## config.mk

```make
export PLATFORM = sky130hd
export DESIGN_NAME = dsp_div_flat
export DESIGN_NICKNAME = d
export VERILOG_FILES = /design/src/rtl/dsp_pkg.sv /design/src/rtl/dsp_div_if.sv /design/src/rtl/dsp_div_step.sv /design/src/rtl/dsp_div.sv /design/src/flat_wrapper.sv
export SDC_FILE = /design/constraint.sdc
export NUM_CORES = 1
export LEC_CHECK = 0
export CORE_MARGIN = 4
export CORE_UTILIZATION = 57
export CTS_CLUSTER_DIAMETER = 120
export DETAILED_ROUTE_END_ITERATION = 8
export PLACE_DENSITY = 0.8
export SYNTH_ARGS = -nofsm -noshare
export SYNTH_HDL_FRONTEND = slang
export SYNTH_SLANG_ARGS = --single-unit
```

## constraint.sdc

```tcl
create_clock -name clk -period 3.57 [get_ports clk]
set_input_delay 0.357 -clock clk [delete_from_list [all_inputs] [get_ports clk]]
set_output_delay 0.357 -clock clk [all_outputs]
set_load 0.1 [all_outputs]
```

## src/rtl/dsp_pkg.sv

```systemverilog
// Shared widths and FSM encoding for the signed restoring divider.
// Default operand width; the top recomputes widths from its own DW parameter.
package dsp_pkg;
   localparam int DW_DEF = 8;
   localparam int DVD_W  = 2*DW_DEF+1;
   localparam int QUO_W  = DW_DEF+1;
   localparam int CNT_W  = $clog2(2*DW_DEF+1);

   typedef enum logic [1:0] {IDLE, CALC, SIGN, DONE} state_t;
endpackage

```

## src/rtl/dsp_div_if.sv

```systemverilog
// Operand/result stream bundle for dsp_div; slave is the divider's view.
interface dsp_div_if #(
   parameter int DW = 8
);
   logic                 s_tvalid;
   logic                 s_tready;
   logic signed [2*DW:0] s_dividend;
   logic signed [DW-1:0] s_divisor;
   logic                 m_tvalid;
   logic                 m_tready;
   logic signed [DW:0]   m_quotient;
   logic signed [DW-1:0] m_remainder;
   logic                 m_div_by_zero;
   logic                 m_overflow;

   modport slave (
      input  s_tvalid, s_dividend, s_divisor, m_tready,
      output s_tready, m_tvalid, m_quotient, m_remainder, m_div_by_zero, m_overflow
   );

   modport master (
      output s_tvalid, s_dividend, s_divisor, m_tready,
      input  s_tready, m_tvalid, m_quotient, m_remainder, m_div_by_zero, m_overflow
   );
endinterface

```

## src/rtl/dsp_div_step.sv

```systemverilog
// One restoring-division step: shift in a dividend bit, trial-subtract the divisor.
// Purely combinational; the partial remainder is always below the divisor on entry.
module dsp_div_step #(
   parameter int DW = 8
) (
   input  logic [DW:0]   i_rem,
   input  logic          i_bit,
   input  logic [DW-1:0] i_dvs,
   output logic [DW:0]   o_rem,
   output logic          o_qbit
);
   logic [DW+1:0] w_shift;
   logic [DW:0]   w_diff;

   assign w_shift = {i_rem, i_bit};
   assign o_qbit  = (w_shift >= {2'b00, i_dvs});
   // Only taken when no borrow, so the low DW+1 bits hold the exact difference.
   assign w_diff  = w_shift[DW:0] - {1'b0, i_dvs};
   assign o_rem   = o_qbit ? w_diff : w_shift[DW:0];
endmodule

```

## src/rtl/dsp_div.sv

```systemverilog
// Sequential signed truncating divider: 2*DW+1-bit dividend by DW-bit divisor, one quotient bit per cycle.
// Result valid 2*DW+2 edges after accept (1 for divide-by-zero); result held until m_tready, no overlap.
module dsp_div
   import dsp_pkg::*;
#(
   parameter int DW = DW_DEF
) (
   input logic     clk,
   input logic     rst_n,
   dsp_div_if.slave bus
);
   localparam int N  = 2*DW+1;
   localparam int CW = $clog2(N);

   state_t               r_state;
   logic [CW-1:0]        r_cnt;
   logic [N-1:0]         r_dvd;
   logic [DW-1:0]        r_dvs;
   logic [DW:0]          r_rem;
   logic                 r_neg_q;
   logic                 r_neg_r;
   logic                 r_s_tready;
   logic                 r_m_tvalid;
   logic [DW:0]          r_q;
   logic [DW-1:0]        r_r;
   logic                 r_dbz;
   logic                 r_ovf;

   logic [N-1:0]         w_dvd_raw;
   logic [N-1:0]         w_dvd_mag;
   logic [DW-1:0]        w_dvs_raw;
   logic [DW-1:0]        w_dvs_mag;
   logic [DW:0]          w_rem_nxt;
   logic                 w_qbit;
   logic signed [N:0]    w_q_s;
   logic                 w_q_fits;
   logic [DW-1:0]        w_r_s;

   assign w_dvd_raw = bus.s_dividend;
   assign w_dvs_raw = bus.s_divisor;
   assign w_dvd_mag = w_dvd_raw[N-1]  ? -w_dvd_raw : w_dvd_raw;
   assign w_dvs_mag = w_dvs_raw[DW-1] ? -w_dvs_raw : w_dvs_raw;

   // Dividend register doubles as the quotient: bits leave at the MSB, quotient bits enter at the LSB.
   dsp_div_step #(.DW(DW)) u_step (
      .i_rem  (r_rem),
      .i_bit  (r_dvd[N-1]),
      .i_dvs  (r_dvs),
      .o_rem  (w_rem_nxt),
      .o_qbit (w_qbit)
   );

   assign w_q_s    = r_neg_q ? -{1'b0, r_dvd} : {1'b0, r_dvd};
   assign w_q_fits = (&w_q_s[N:DW]) | ~(|w_q_s[N:DW]);
   assign w_r_s    = r_neg_r ? -r_rem[DW-1:0] : r_rem[DW-1:0];

   always_ff @(posedge clk or negedge rst_n) begin
      if (!rst_n) begin
         r_state    <= IDLE;
         r_cnt      <= '0;
         r_dvd      <= '0;
         r_dvs      <= '0;
         r_rem      <= '0;
         r_neg_q    <= 1'b0;
         r_neg_r    <= 1'b0;
         r_s_tready <= 1'b1;
         r_m_tvalid <= 1'b0;
         r_q        <= '0;
         r_r        <= '0;
         r_dbz      <= 1'b0;
         r_ovf      <= 1'b0;
      end else begin
         case (r_state)
            IDLE: begin
               if (bus.s_tvalid && r_s_tready) begin
                  r_s_tready <= 1'b0;
                  r_dvd      <= w_dvd_mag;
                  r_dvs      <= w_dvs_mag;
                  r_neg_q    <= w_dvd_raw[N-1] ^ w_dvs_raw[DW-1];
                  r_neg_r    <= w_dvd_raw[N-1];
                  r_rem      <= '0;
                  r_cnt      <= CW'(N-1);
                  if (w_dvs_raw == '0) begin
                     r_state    <= DONE;
                     r_m_tvalid <= 1'b1;
                     r_q        <= '0;
                     r_r        <= '0;
                     r_dbz      <= 1'b1;
                     r_ovf      <= 1'b0;
                  end else begin
                     r_state <= CALC;
                  end
               end
            end
            CALC: begin
               r_rem <= w_rem_nxt;
               r_dvd <= {r_dvd[N-2:0], w_qbit};
               if (r_cnt == '0) r_state <= SIGN;
               else             r_cnt   <= r_cnt - 1'b1;
            end
            SIGN: begin
               r_q        <= w_q_s[DW:0];
               r_r        <= w_r_s;
               r_dbz      <= 1'b0;
               r_ovf      <= ~w_q_fits;
               r_m_tvalid <= 1'b1;
               r_state    <= DONE;
            end
            DONE: begin
               if (bus.m_tready) begin
                  r_m_tvalid <= 1'b0;
                  r_s_tready <= 1'b1;
                  r_state    <= IDLE;
               end
            end
            default: r_state <= IDLE;
         endcase
      end
   end

   assign bus.s_tready      = r_s_tready;
   assign bus.m_tvalid      = r_m_tvalid;
   assign bus.m_quotient    = r_q;
   assign bus.m_remainder   = r_r;
   assign bus.m_div_by_zero = r_dbz;
   assign bus.m_overflow    = r_ovf;
endmodule
```

## src/flat_wrapper.sv

```systemverilog
// flat-port wrapper written by rule: the top's interface ports become plain ports
module dsp_div_flat import dsp_pkg::*;
#(
   parameter int DW = DW_DEF
)
  (clk, rst_n, bus_s_tvalid, bus_s_dividend, bus_s_divisor, bus_m_tready, bus_s_tready, bus_m_tvalid, bus_m_quotient, bus_m_remainder, bus_m_div_by_zero, bus_m_overflow);
  dsp_div_if #(.DW(DW)) bus_i ();
  input logic clk;
  input logic rst_n;
  input wire logic [$bits(bus_i.s_tvalid)-1:0] bus_s_tvalid;
  input wire logic [$bits(bus_i.s_dividend)-1:0] bus_s_dividend;
  input wire logic [$bits(bus_i.s_divisor)-1:0] bus_s_divisor;
  input wire logic [$bits(bus_i.m_tready)-1:0] bus_m_tready;
  output wire logic [$bits(bus_i.s_tready)-1:0] bus_s_tready;
  output wire logic [$bits(bus_i.m_tvalid)-1:0] bus_m_tvalid;
  output wire logic [$bits(bus_i.m_quotient)-1:0] bus_m_quotient;
  output wire logic [$bits(bus_i.m_remainder)-1:0] bus_m_remainder;
  output wire logic [$bits(bus_i.m_div_by_zero)-1:0] bus_m_div_by_zero;
  output wire logic [$bits(bus_i.m_overflow)-1:0] bus_m_overflow;
  assign bus_i.s_tvalid = bus_s_tvalid;
  assign bus_i.s_dividend = bus_s_dividend;
  assign bus_i.s_divisor = bus_s_divisor;
  assign bus_i.m_tready = bus_m_tready;
  assign bus_s_tready = bus_i.s_tready;
  assign bus_m_tvalid = bus_i.m_tvalid;
  assign bus_m_quotient = bus_i.m_quotient;
  assign bus_m_remainder = bus_i.m_remainder;
  assign bus_m_div_by_zero = bus_i.m_div_by_zero;
  assign bus_m_overflow = bus_i.m_overflow;
  dsp_div #(.DW(DW)) u_core (.clk(clk), .rst_n(rst_n), .bus(bus_i));
endmodule
```

==> results.py, run 1 <==
metrics = {
    "yosys": {
        "synth-xor-area-share": 0.0880,
        "synth_cell_types": 58,
        "synthesis.nets": 561,
        "synthesis.area_um2": 4280,
        "synth-simple-area-share": 0.189,
        "synth_edf_count": 0,
        "yosys.area_share.adder": 0.0573,
        "ys_ff_latch": 64,
        "synthFlopType": "dfrtp_1",
        "ys_top_cells_by_area": "dfrtp_1 (37%), o21ai_0 (7.7%), nand2_1 (7.4%)",
        "syn_inst": 513,
        "post_synth.cell_area_avg_um2": 8.34,
        "synth-compound-area-share": 0.204,
        "ys_seq_area_frac": 0.374,
        "yosysTopAreaCell": "dfrtp_1",
        "yosysWarnings": 0,
        "yosysTopAreaCellShare": 0.368,
        "synth_top_family_by_area": "compound AO/OA/AOI/OAI gates",
        "async_reset_ff_frac": 1.00,
        "muxShareOfSynthArea": 0.0333,
        "yosysMostFrequentCell": "nand2_1",
        "synth_common_cells": "nand2_1 (84), o21ai_0 (66), dfrtp_1 (63)",
    },
    "grt": {
        "busiest_layer": "met2",
        "grt_pass1_wl_um": 16000,
        "gr-usage-met3": 0.0351,
        "grt.overflow.total": 0,
        "met1_usage": 0.297,
        "grt_max_degree": 44,
        "grtUsageMet2": 0.377,
        "grt_pass1_vias": 3531,
        "grt_usage": 0.226,
        "antenna_found_initial": 0,
    },
    "sta": {
        "finClkSkew_ns": 0.0108,
        "tns_ns": 0,
        "tightest_slew_ns": 1.00,
        "finalHoldViolations": 0,
        "max-slew-margin-rel": 0.331,
        "setup_violations": 0,
        "slew_violations": 0,
        "fin_crit_ns": 2.71,
        "period_share": 0.758,
        "max_freq_mhz": 370,
        "rsz0062_at_grt": "no",
    },
    "power": {
        "leakage_nw": 2.18,
        "peakVddDrop_v": 0.000610,
        "powerDensity_nw_per_um2": 1050,
    },
    "detailed_routing": {
        "drc_errors": 0,
        "viasPerCell": 5.70,
        "first_iter_violations": 233,
        "vias": 3741,
        "post_drt_wl_per_cell_um": 14.6,
        "drt-total-wl_um": 9610,
        "first_pass_iters": 5,
        "drtAntennaViolNets": 0,
    },
    "floorplan": {
        "rows": 31,
        "boundaryPins": 50,
        "fp.dieH_um": 94.7,
        "core_um2": 7290,
        "die-area_um2": 8960,
        "initial_utilization": 0.587,
        "fp.dieW_um": 94.7,
    },
    "clock_network": {
        "cts_root_buf": "clkbuf_8",
        "cts_resized": 0,
        "clk_path_buf_depth": 2,
        "cts_buffers": 9,
        "clk_pin_slew_ns": 0.07,
        "post_cts_buffers": 0,
        "htreeDepth": 3,
        "cts_sinks": 64,
        "clock_latency_ns": 0.33,
        "cts_hold_buf": 0,
        "cts_tree": "built",
    },
    "place": {
        "place.gp.congestion": 0.915,
        "placed_cell_area_um2": 4820,
        "dpl.hpwl_um": 7240,
        "numPortBuffers": 49,
    },
    "final_layout": {
        "drive_above_1_share": 0.0646,
        "nets": 601,
        "antennaDiodeCount": 0,
        "seq_area_um2": 1600,
        "syn2layout_area_growth_pct": 17.2,
        "multi_input_area_um2": 2450,
        "nFillCells": 650,
        "fin_area_um2": 5020,
    },
    "worst_hold_path": {
        "worstHoldPathType": "input port to asynchronous set/reset pin",
    },
    "job": {
        "cap_violations": 0,
    },
    "setup_path": {
        "cp_max_fo": 12,
        "start_kind": "register",
        "crit_type": "register to register",
        "cp-end-kind": "register",
        "cp.arrival_ns": 2.91,
        "crit_required_ns": 3.77,
    },
    "run_status": {
        "status": "finished, final reports clean",
    },
}
[where the power goes]
part           leakage, nW  total, W  switching [W]  internal, W
logic                 1.27   0.00320        0.00206      0.00114
registers            0.805   0.00143       0.000378      0.00105
clock network        0.103  0.000661       0.000273     0.000388
[flip-flops by register name (all words and copies together) (netlist names)]
name and count:
u_core.bus.m_tvalid 1, u_core.r_state 2, u_core.bus.m_div_by_zero 1, u_core.r_rem 9, u_core.r_cnt 5, u_core.r_neg_r 1
u_core.bus.m_remainder 8, u_core.bus.m_quotient 9, u_core.r_dvs 8, u_core.bus.s_tready 1, u_core.r_neg_q 1, u_core.bus.m_overflow 1
u_core.r_dvd 17
[layout by cell type, fill, tap and decap left out, types with 2 or more instances in the layout]
cell type	synthesis	final
a211oi_1	2	2
a21o_1	3	3
a21oi_1	37	36
a22o_1	4	4
a31o_2	2	2
a32oi_1	2	2
and3_1	2	2
buf_4	3	7
bufinv_16	0	2
clkbuf_1	19	2
clkbuf_8	0	9
clkdlybuf4s50_1	0	48
clkinv_2	0	2
dfrtp_1	63	63
ha_1	18	18
inv_1	27	27
mux2_2	2	2
mux2i_1	12	12
nand2_1	84	84
nand2b_1	5	5
nand3_1	4	4
nand3b_1	2	2
nand4_1	3	3
nor2_1	36	36
nor2b_1	3	3
nor3_1	6	6
nor4b_1	3	3
o21ai_0	66	66
o22ai_1	2	2
o31ai_1	14	14
o41ai_1	5	5
or3_1	9	9
or4_1	3	3
xnor2_1	16	16
xor2_1	27	27
[worst max-delay path, cell delays in order, from the launching register on]
cell and delay (ns):
dfrtp_1 0.40, inv_1 0.12, ha_1 0.16, inv_1 0.05, fa_1 0.40, a21o_1 0.19, a211oi_1 0.29, o21ai_0 0.20
a21oi_1 0.26, buf_4 0.24, mux2i_1 0.19, o21ai_0 0.08
[cells by family after synthesis]
group                      count (synthesis)
buffers and inverters                     54
AOI/OAI and AO/OA                        147
DFF                                       64
xor gates and xnor gates                  43
muxes                                     14
adders and majority gates                 19
and+or+nand+nor                          172
[path summary, 6_finish.rpt]
kind	start	end	slack (ns)	cells after the start
max	u_core.r_dvd[16]	u_core.r_rem[6]	0.86	11
min	rst_n	u_core.bus.m_remainder[3]	0.19	1
max reg2reg	u_core.r_dvd[16]	u_core.r_rem[6]	0.86	11
min reg2reg	u_core.bus.m_remainder[5]	u_core.bus.m_remainder[5]	0.48	2
max in group asynchronous	rst_n	u_core.bus.s_tready	2.46	2
min in group clk	u_core.bus.m_remainder[5]	u_core.bus.m_remainder[5]	0.48	2
[metal layers]
layer / up-vias / wire length, um
met3: 12 / 408
met1: 1762 / 4470
met5: - / 0
li1: 1875 / -
met4: 0 / 116
met2: 92 / 4610
[cell type report]
type,instances,area share
multi-input combinational,395,0.488
clock inverter,4,0.0140
timing repair buffer,56,0.107
sequential,64,0.319
clock buffer,11,0.0262
tap,99,0.0247
inverter,27,0.0202
[metrics by stage]
| stage | hold slack (ns) | setup WS [ns] | total power, W | util | std cells |
|---|---|---|---|---|---|
| final | 0.195 | 0.865 | 0.00529 | 0.688 | 656 |
| after global routing | 0.245 | 0.674 | 0.00571 | 0.688 | 656 |
| after CTS | 0.213 | 0.855 | 0.00530 | 0.688 | 656 |
| after detailed placement | 0.471 | 0.687 | 0.00463 | 0.661 | 641 |
| after global placement | 0.463 | 0.806 | 0.00453 | 0.661 | 641 |
| after floorplan | 0.0614 | 0.876 | 0.00392 | - | 513 |
No activity file was read; power rests on OpenSTA's default activity.
==> inputs of run 2 (changes only) <==
--- a/config.mk
+++ b/config.mk
@@ -6,10 +6,10 @@
 export NUM_CORES = 1
 export LEC_CHECK = 0
 export CORE_MARGIN = 4
-export CORE_UTILIZATION = 57
+export CORE_UTILIZATION = 51
 export CTS_CLUSTER_DIAMETER = 120
 export DETAILED_ROUTE_END_ITERATION = 8
-export PLACE_DENSITY = 0.8
+export PLACE_DENSITY = 0.76
 export SYNTH_ARGS = -nofsm -noshare
 export SYNTH_HDL_FRONTEND = slang
 export SYNTH_SLANG_ARGS = --single-unit
==> constraint.sdc (replaced) <==
create_clock -name clk -period 2.3 [get_ports clk]
set_input_delay 0.23 -clock clk [delete_from_list [all_inputs] [get_ports clk]]
set_output_delay 0.23 -clock clk [all_outputs]
set_load 0.1 [all_outputs]
==> run 2 against run 1 <==
The run now ends with setup timing left. Maximum frequency grew 12%. Utilization grew 0.83 points. Final cell count grew 11%. Final area grew 13%. Global-route usage shrank 0.99 points. Routed wire length grew 11%. Worst setup slack lost 0.97 ns. Via count grew 5.1%. Register-to-register slack lost 0.97 ns. First-iteration DRC count shrank 0.86%. Sequential share of layout area shrank 3.7 points. Largest cell class unchanged.
==> results.py, run 2 (synthesis results as in run 1) <==
metrics = {
    "setup_path": {
        "r2r_cells": 9,
        "path_cells": "inv_1 > ha_1 > nand2b_1 > or3_4 > o41ai_4 > xor2_1 > nand2_1 > nor4_2 > a211oi_1",
        "cp_slowest_cell": "dfrtp_1",
        "crit_type": "register to register",
        "r2r_slack_ns": -0.11,
        "cp.arrival_ns": 2.63,
        "cp-end-kind": "register",
        "start_kind": "register",
        "cp_max_fo": 11,
        "r2r-start": "u_core.r_dvd[0]",
        "crit_required_ns": 2.52,
        "max_stage_delay_ns": 0.43,
        "worstReg2RegEnd": "u_core.bus.m_overflow",
    },
    "grt": {
        "grt_pass1_vias": 3783,
        "grt_max_degree": 65,
        "grt_pass1_wl_um": 17300,
        "grt_usage": 0.216,
        "antenna_found_initial": 0,
        "grt.overflow.total": 0,
    },
    "detailed_routing": {
        "first_pass_iters": 4,
        "vias": 3930,
        "drc_errors": 0,
        "post_drt_wl_per_cell_um": 14.7,
        "drtAntennaViolNets": 0,
        "drt-total-wl_um": 10700,
        "viasPerCell": 5.41,
        "first_iter_violations": 231,
    },
    "sta": {
        "rsz0062_at_grt": "yes",
        "period_share": 1.05,
        "tns_ns": -0.297,
        "max-slew-margin-rel": 0.620,
        "setup_violations": 7,
        "worst_slack_ns": -0.107,
        "tightest_slew_ns": 0.570,
        "finClkSkew_ns": 0.00706,
        "finalHoldViolations": 0,
        "max_freq_mhz": 415,
        "slew_violations": 0,
        "fin_crit_ns": 2.41,
    },
    "clock_network": {
        "cts_buffers": 9,
        "cts_tree": "built",
        "clk_path_buf_depth": 2,
        "htreeDepth": 3,
        "clock_latency_ns": 0.35,
        "cts_sinks": 64,
        "cts_root_buf": "clkbuf_8",
        "clk_pin_slew_ns": 0.07,
    },
    "floorplan": {
        "rows": 33,
        "fp.dieH_um": 99.6,
        "fp.dieW_um": 99.6,
        "core_um2": 8180,
        "die-area_um2": 9920,
        "initial_utilization": 0.524,
        "boundaryPins": 50,
    },
    "worst_hold_path": {
        "worstHoldPathType": "input port to asynchronous set/reset pin",
    },
    "run_status": {
        "status": "finished with violations",
        "violations": "setup timing",
    },
    "place": {
        "numPortBuffers": 49,
        "place.gp.congestion": 0.864,
        "dpl.hpwl_um": 7690,
    },
    "final_layout": {
        "mostFrequentLayoutCells": "buf_4 (83), nand2_1 (82), dfrtp_1 (61), o21ai_0 (54)",
        "largest-register": "u_core.r_dvd",
        "nets": 665,
        "final_common_cell": "buf_4",
        "drive_above_1_share": 0.240,
        "syn2layout_area_growth_pct": 33.0,
        "antennaDiodeCount": 0,
        "largest_reg_flops": 17,
    },
    "job": {
        "cap_violations": 0,
    },
}
## run 2: cell count changes in the layout (fill, tap and decap cells not counted), moves of 4 or more
cell             before  now
a21oi_1              36   31
o21ai_0              66   54
buf_4                 7   83
buf_6                 0    4
nor2_1               36   31
nor2_4                0    4
a21oi_2               1    5
clkdlybuf4s50_1      48   27
o21ai_1               0   11
## run 2: layout make-up
class | count | area [um^2]
clock buffers | 11 | 151
clock inverters | 5 | 55.1
fillers | 637 | 2480
inverters | 27 | 101
multi-input cells | 395 | 2610
flip-flops and latches | 64 | 1610
well taps | 105 | 131
repair buffers | 120 | 1040
## run 2: metal layers
| layer | global-route usage | wire length (um) | part of all wire | up-vias |
|---|---|---|---|---|
| met3 | 0.0484 | 430 | 0.040 | 12 |
| met5 | 0 | 0 | 0 | - |
| met1 | 0.276 | 4820 | 0.45 | 1847 |
| li1 | - | - | - | 2000 |
| met2 | 0.369 | 5320 | 0.50 | 71 |
| met4 | 0.0557 | 116 | 0.011 | 0 |
## run 2: per-stage QoR
stage                     worst slack [ns]  cells  hold WS, ns  utilization  area, um^2
final                               -0.107    727        0.417        0.697        5690
after global routing                -0.275    727        0.442        0.697        5690
after CTS                         -0.00807    721        0.441        0.680        5560
after detailed placement            -0.304    698        0.269        0.638        5210
after global placement              -0.177    698        0.270        0.638        5210
after floorplan                    -0.0313    513      -0.0656            -        4310
## run 2: timing repair
action                     in CTS  in global routing
setup endpoints to repair       9                 11
gates resized for setup        14                 31
pin swaps                       4                  6
hold buffers                    1                  0
gates cloned                    1                  0
hold endpoints to repair       63                  0
buffers inserted                5                  6
## run 2: worst max path at each step
stage	from	end	slack, ns	cells past startpoint
floorplan	u_core.r_dvd[6]	u_core.bus.m_overflow	-0.03	8
global placement	bus_s_divisor[0]	u_core.bus.m_overflow	-0.18	10
detailed placement	bus_s_divisor[0]	u_core.bus.m_overflow	-0.30	10
CTS	u_core.r_dvd[16]	u_core.r_rem[3]	-0.008	12
global route	u_core.r_dvd[0]	u_core.bus.m_overflow	-0.28	9
finish	u_core.r_dvd[0]	u_core.bus.m_overflow	-0.11	9
## run 2: worst max-delay path, delay by kind of cell (launching register included)
family	cells	cell delay, ns
and+or+nand+nor	4	0.93
DFF	1	0.43
AOI/OAI and AO/OA	2	0.40
xor gates and xnor gates	1	0.25
adders and majority gates	1	0.16
buffers and inverters	1	0.10
Power of run 2 is left out: the tool's default activity adds up to more than one toggle a clock period on the data nets, which glitch-free logic cannot reach.
==> inputs of run 3 (changes only) <==
--- a/config.mk
+++ b/config.mk
@@ -6,10 +6,12 @@
 export NUM_CORES = 1
 export LEC_CHECK = 0
 export CORE_MARGIN = 4
-export CORE_UTILIZATION = 51
+export CORE_UTILIZATION = 53
+export CTS_BUF_LIST = sky130_fd_sc_hd__clkbuf_2 sky130_fd_sc_hd__clkbuf_4 sky130_fd_sc_hd__clkbuf_8
 export CTS_CLUSTER_DIAMETER = 120
 export DETAILED_ROUTE_END_ITERATION = 8
-export PLACE_DENSITY = 0.76
+export PLACE_DENSITY = 0.78
+export RECOVER_POWER = 100
 export SYNTH_ARGS = -nofsm -noshare
 export SYNTH_HDL_FRONTEND = slang
 export SYNTH_SLANG_ARGS = --single-unit
==> run 3 against run 2 <==
Worst setup slack gained 0.067 ns. Global-route usage rose by 0.72 points. The flow finishes with violations (capacitance limit, slew limit, setup timing). Via count up 3.2%. Critical path type unchanged. Sequential share of layout area rose by 0.86 points. Final cell count fell by 1.5%. Die area down 3.5%.
==> results.py, run 3 (synthesis results as in run 1) <==
metrics = {
    "run_status": {
        "status": "finished with violations",
        "violations": "capacitance limit, slew limit, setup timing",
    },
    "power": {
        "p_seq_frac": 0.226,
        "comb_power_share": 0.650,
        "leakage_nw": 2.48,
        "p_clk_frac": 0.123,
        "intPower_w": 0.00468,
        "powerDensity_nw_per_um2": 1690,
        "power.switching_fraction": 0.500,
        "p_switching_w": 0.00467,
        "peakVddDrop_v": 0.00139,
    },
    "detailed_routing": {
        "first_pass_iters": 5,
        "first_iter_violations": 209,
        "drt-total-wl_um": 10900,
        "vias": 4056,
        "post_drt_wl_per_cell_um": 15.2,
        "drc_errors": 0,
        "viasPerCell": 5.66,
        "drtAntennaViolNets": 0,
    },
    "setup_path": {
        "cp.arrival_ns": 2.55,
        "cp_max_fo": 7,
        "cp-end-kind": "register",
        "path_cells": "inv_2 > ha_4 > inv_2 > fa_2 > a21o_1 > a211oi_2 > o21ai_2 > a21oi_4 > buf_12 > nor2_1 > a21oi_1 > o21ai_0",
        "worst-path-buf-inv": 3,
        "crit_family": "compound AO/OA/AOI/OAI gates",
        "start_kind": "register",
        "r2r_slack_ns": -0.04,
        "max_stage_delay_ns": 0.39,
        "cp_slowest_cell": "dfrtp_1",
        "crit_required_ns": 2.51,
        "crit_type": "register to register",
        "cpMostUsedCell": "inv_2",
    },
    "floorplan": {
        "die-area_um2": 9580,
        "boundaryPins": 50,
        "fp.dieH_um": 97.9,
        "rows": 32,
        "core_um2": 7810,
        "initial_utilization": 0.548,
        "fp.dieW_um": 97.9,
    },
    "sta": {
        "finalHoldViolations": 0,
        "tightest_slew_ns": 1.54,
        "setup_violations": 6,
        "rsz0062_at_grt": "yes",
        "finClkSkew_ns": 0.0116,
        "slew_violations": 29,
        "fin_crit_ns": 2.34,
        "worst_slack_ns": -0.0401,
        "max-slew-margin-rel": -0.0295,
        "holdWs_ns": 0.480,
        "max_freq_mhz": 427,
        "period_share": 1.02,
    },
    "clock_network": {
        "clk_pin_slew_ns": 0.06,
        "cts_buffers": 9,
        "cts_tree": "built",
        "clk_path_buf_depth": 2,
        "cts_sinks": 64,
        "clock_latency_ns": 0.35,
        "htreeDepth": 3,
        "cts_root_buf": "clkbuf_8",
    },
    "grt": {
        "grt_pass1_wl_um": 17600,
        "grt.overflow.total": 0,
        "grt_max_degree": 49,
        "grt_usage": 0.223,
        "grt_pass1_vias": 3885,
        "antenna_found_initial": 0,
    },
    "place": {
        "place.gp.congestion": 0.889,
        "dpl.hpwl_um": 8000,
        "numPortBuffers": 49,
        "pre_cts_ws_ns": -0.208,
    },
    "job": {
        "cap_violations": 1,
    },
    "final_layout": {
        "antennaDiodeCount": 0,
        "syn2layout_area_growth_pct": 29.1,
        "nFillCells": 622,
        "drive_above_1_share": 0.179,
        "largest-register": "u_core.r_dvd",
        "nets": 657,
        "mostFrequentLayoutCells": "nand2_1 (83), dfrtp_1 (61), o21ai_0 (58), buf_4 (56), a21oi_1 (36)",
        "final_common_cell": "nand2_1",
        "largest_reg_flops": 17,
    },
    "worst_hold_path": {
        "worstHoldPathType": "register to register",
    },
}
-- run 3: power groups by stage --
stage | Clock (W) | Combinational, W | Sequential (W)
6_report | 0.00115 | 0.00608 | 0.00212
5_1_grt | 0.00121 | 0.00662 | 0.00218
4_1_cts | 0.00117 | 0.00588 | 0.00210
3_5_place_dp | 0 | 0.00573 | 0.00212
3_3_place_gp | 0 | 0.00554 | 0.00209
2_1_floorplan | 0 | 0.00308 | 0.00310
-- run 3: stage by stage --
step	total power, W	TNS (ns)	std cells	area (um^2)	util
finish	0.00935	-0.123	716	5530	0.708
floorplan	0.00618	-0.0313	513	4310	-
global placement	0.00762	-2.27	692	5200	0.666
CTS	0.00916	-0.0284	713	5510	0.706
detailed placement	0.00785	-2.84	692	5200	0.666
global route	0.0100	-6.56	716	5530	0.708
-- run 3: timing repair --
item                                    4_1_cts  5_1_grt
buffers inserted                              4        2
pin swaps                                     4        7
hold buffers                                  1        0
resized for setup                            10       16
hold endpoints to repair                     26        0
endpoints found under the setup margin        6       12
cloned                                        0        1
-- run 3: worst register-to-register path, cell delays in order, from the launching register on --
cell      delay, ns
dfrtp_1        0.39
inv_2          0.10
ha_4           0.14
inv_2          0.04
fa_2           0.35
a21o_1         0.20
a211oi_2       0.23
o21ai_2        0.11
a21oi_4        0.23
buf_12         0.16
nor2_1         0.05
a21oi_1        0.13
o21ai_0        0.09
-- run 3: metal layers --
layer | wire [um] | track usage | vias up
met2 | 5430 | 0.377 | 103
met1 | 4750 | 0.284 | 1954
li1 | - | - | 1981
met5 | 0 | 0 | -
met4 | 214 | 0.0895 | 0
met3 | 476 | 0.0364 | 18
-- run 3: cell type report --
cell class / instances / area (um^2) / area share
tap: 102 / 128 / 0.0231
sequential: 64 / 1610 / 0.291
multi-input combinational: 395 / 2570 / 0.466
timing repair buffer: 112 / 877 / 0.159
clock inverter: 2 / 60.1 / 0.0109
clock buffer: 14 / 180 / 0.0326
inverter: 27 / 101 / 0.0183
-- run 3: final timing paths --
check,startpoint,endpoint,cells past startpoint
max,u_core.r_dvd[16],u_core.r_rem[4],12
min reg2reg,u_core.bus.m_quotient[3],u_core.bus.m_quotient[3],2
min in group asynchronous,rst_n,u_core.r_rem[8],2
max in group asynchronous,rst_n,u_core.r_dvd[6],3
max reg2reg,u_core.r_dvd[16],u_core.r_rem[4],12
min,u_core.bus.m_quotient[3],u_core.bus.m_quotient[3],2
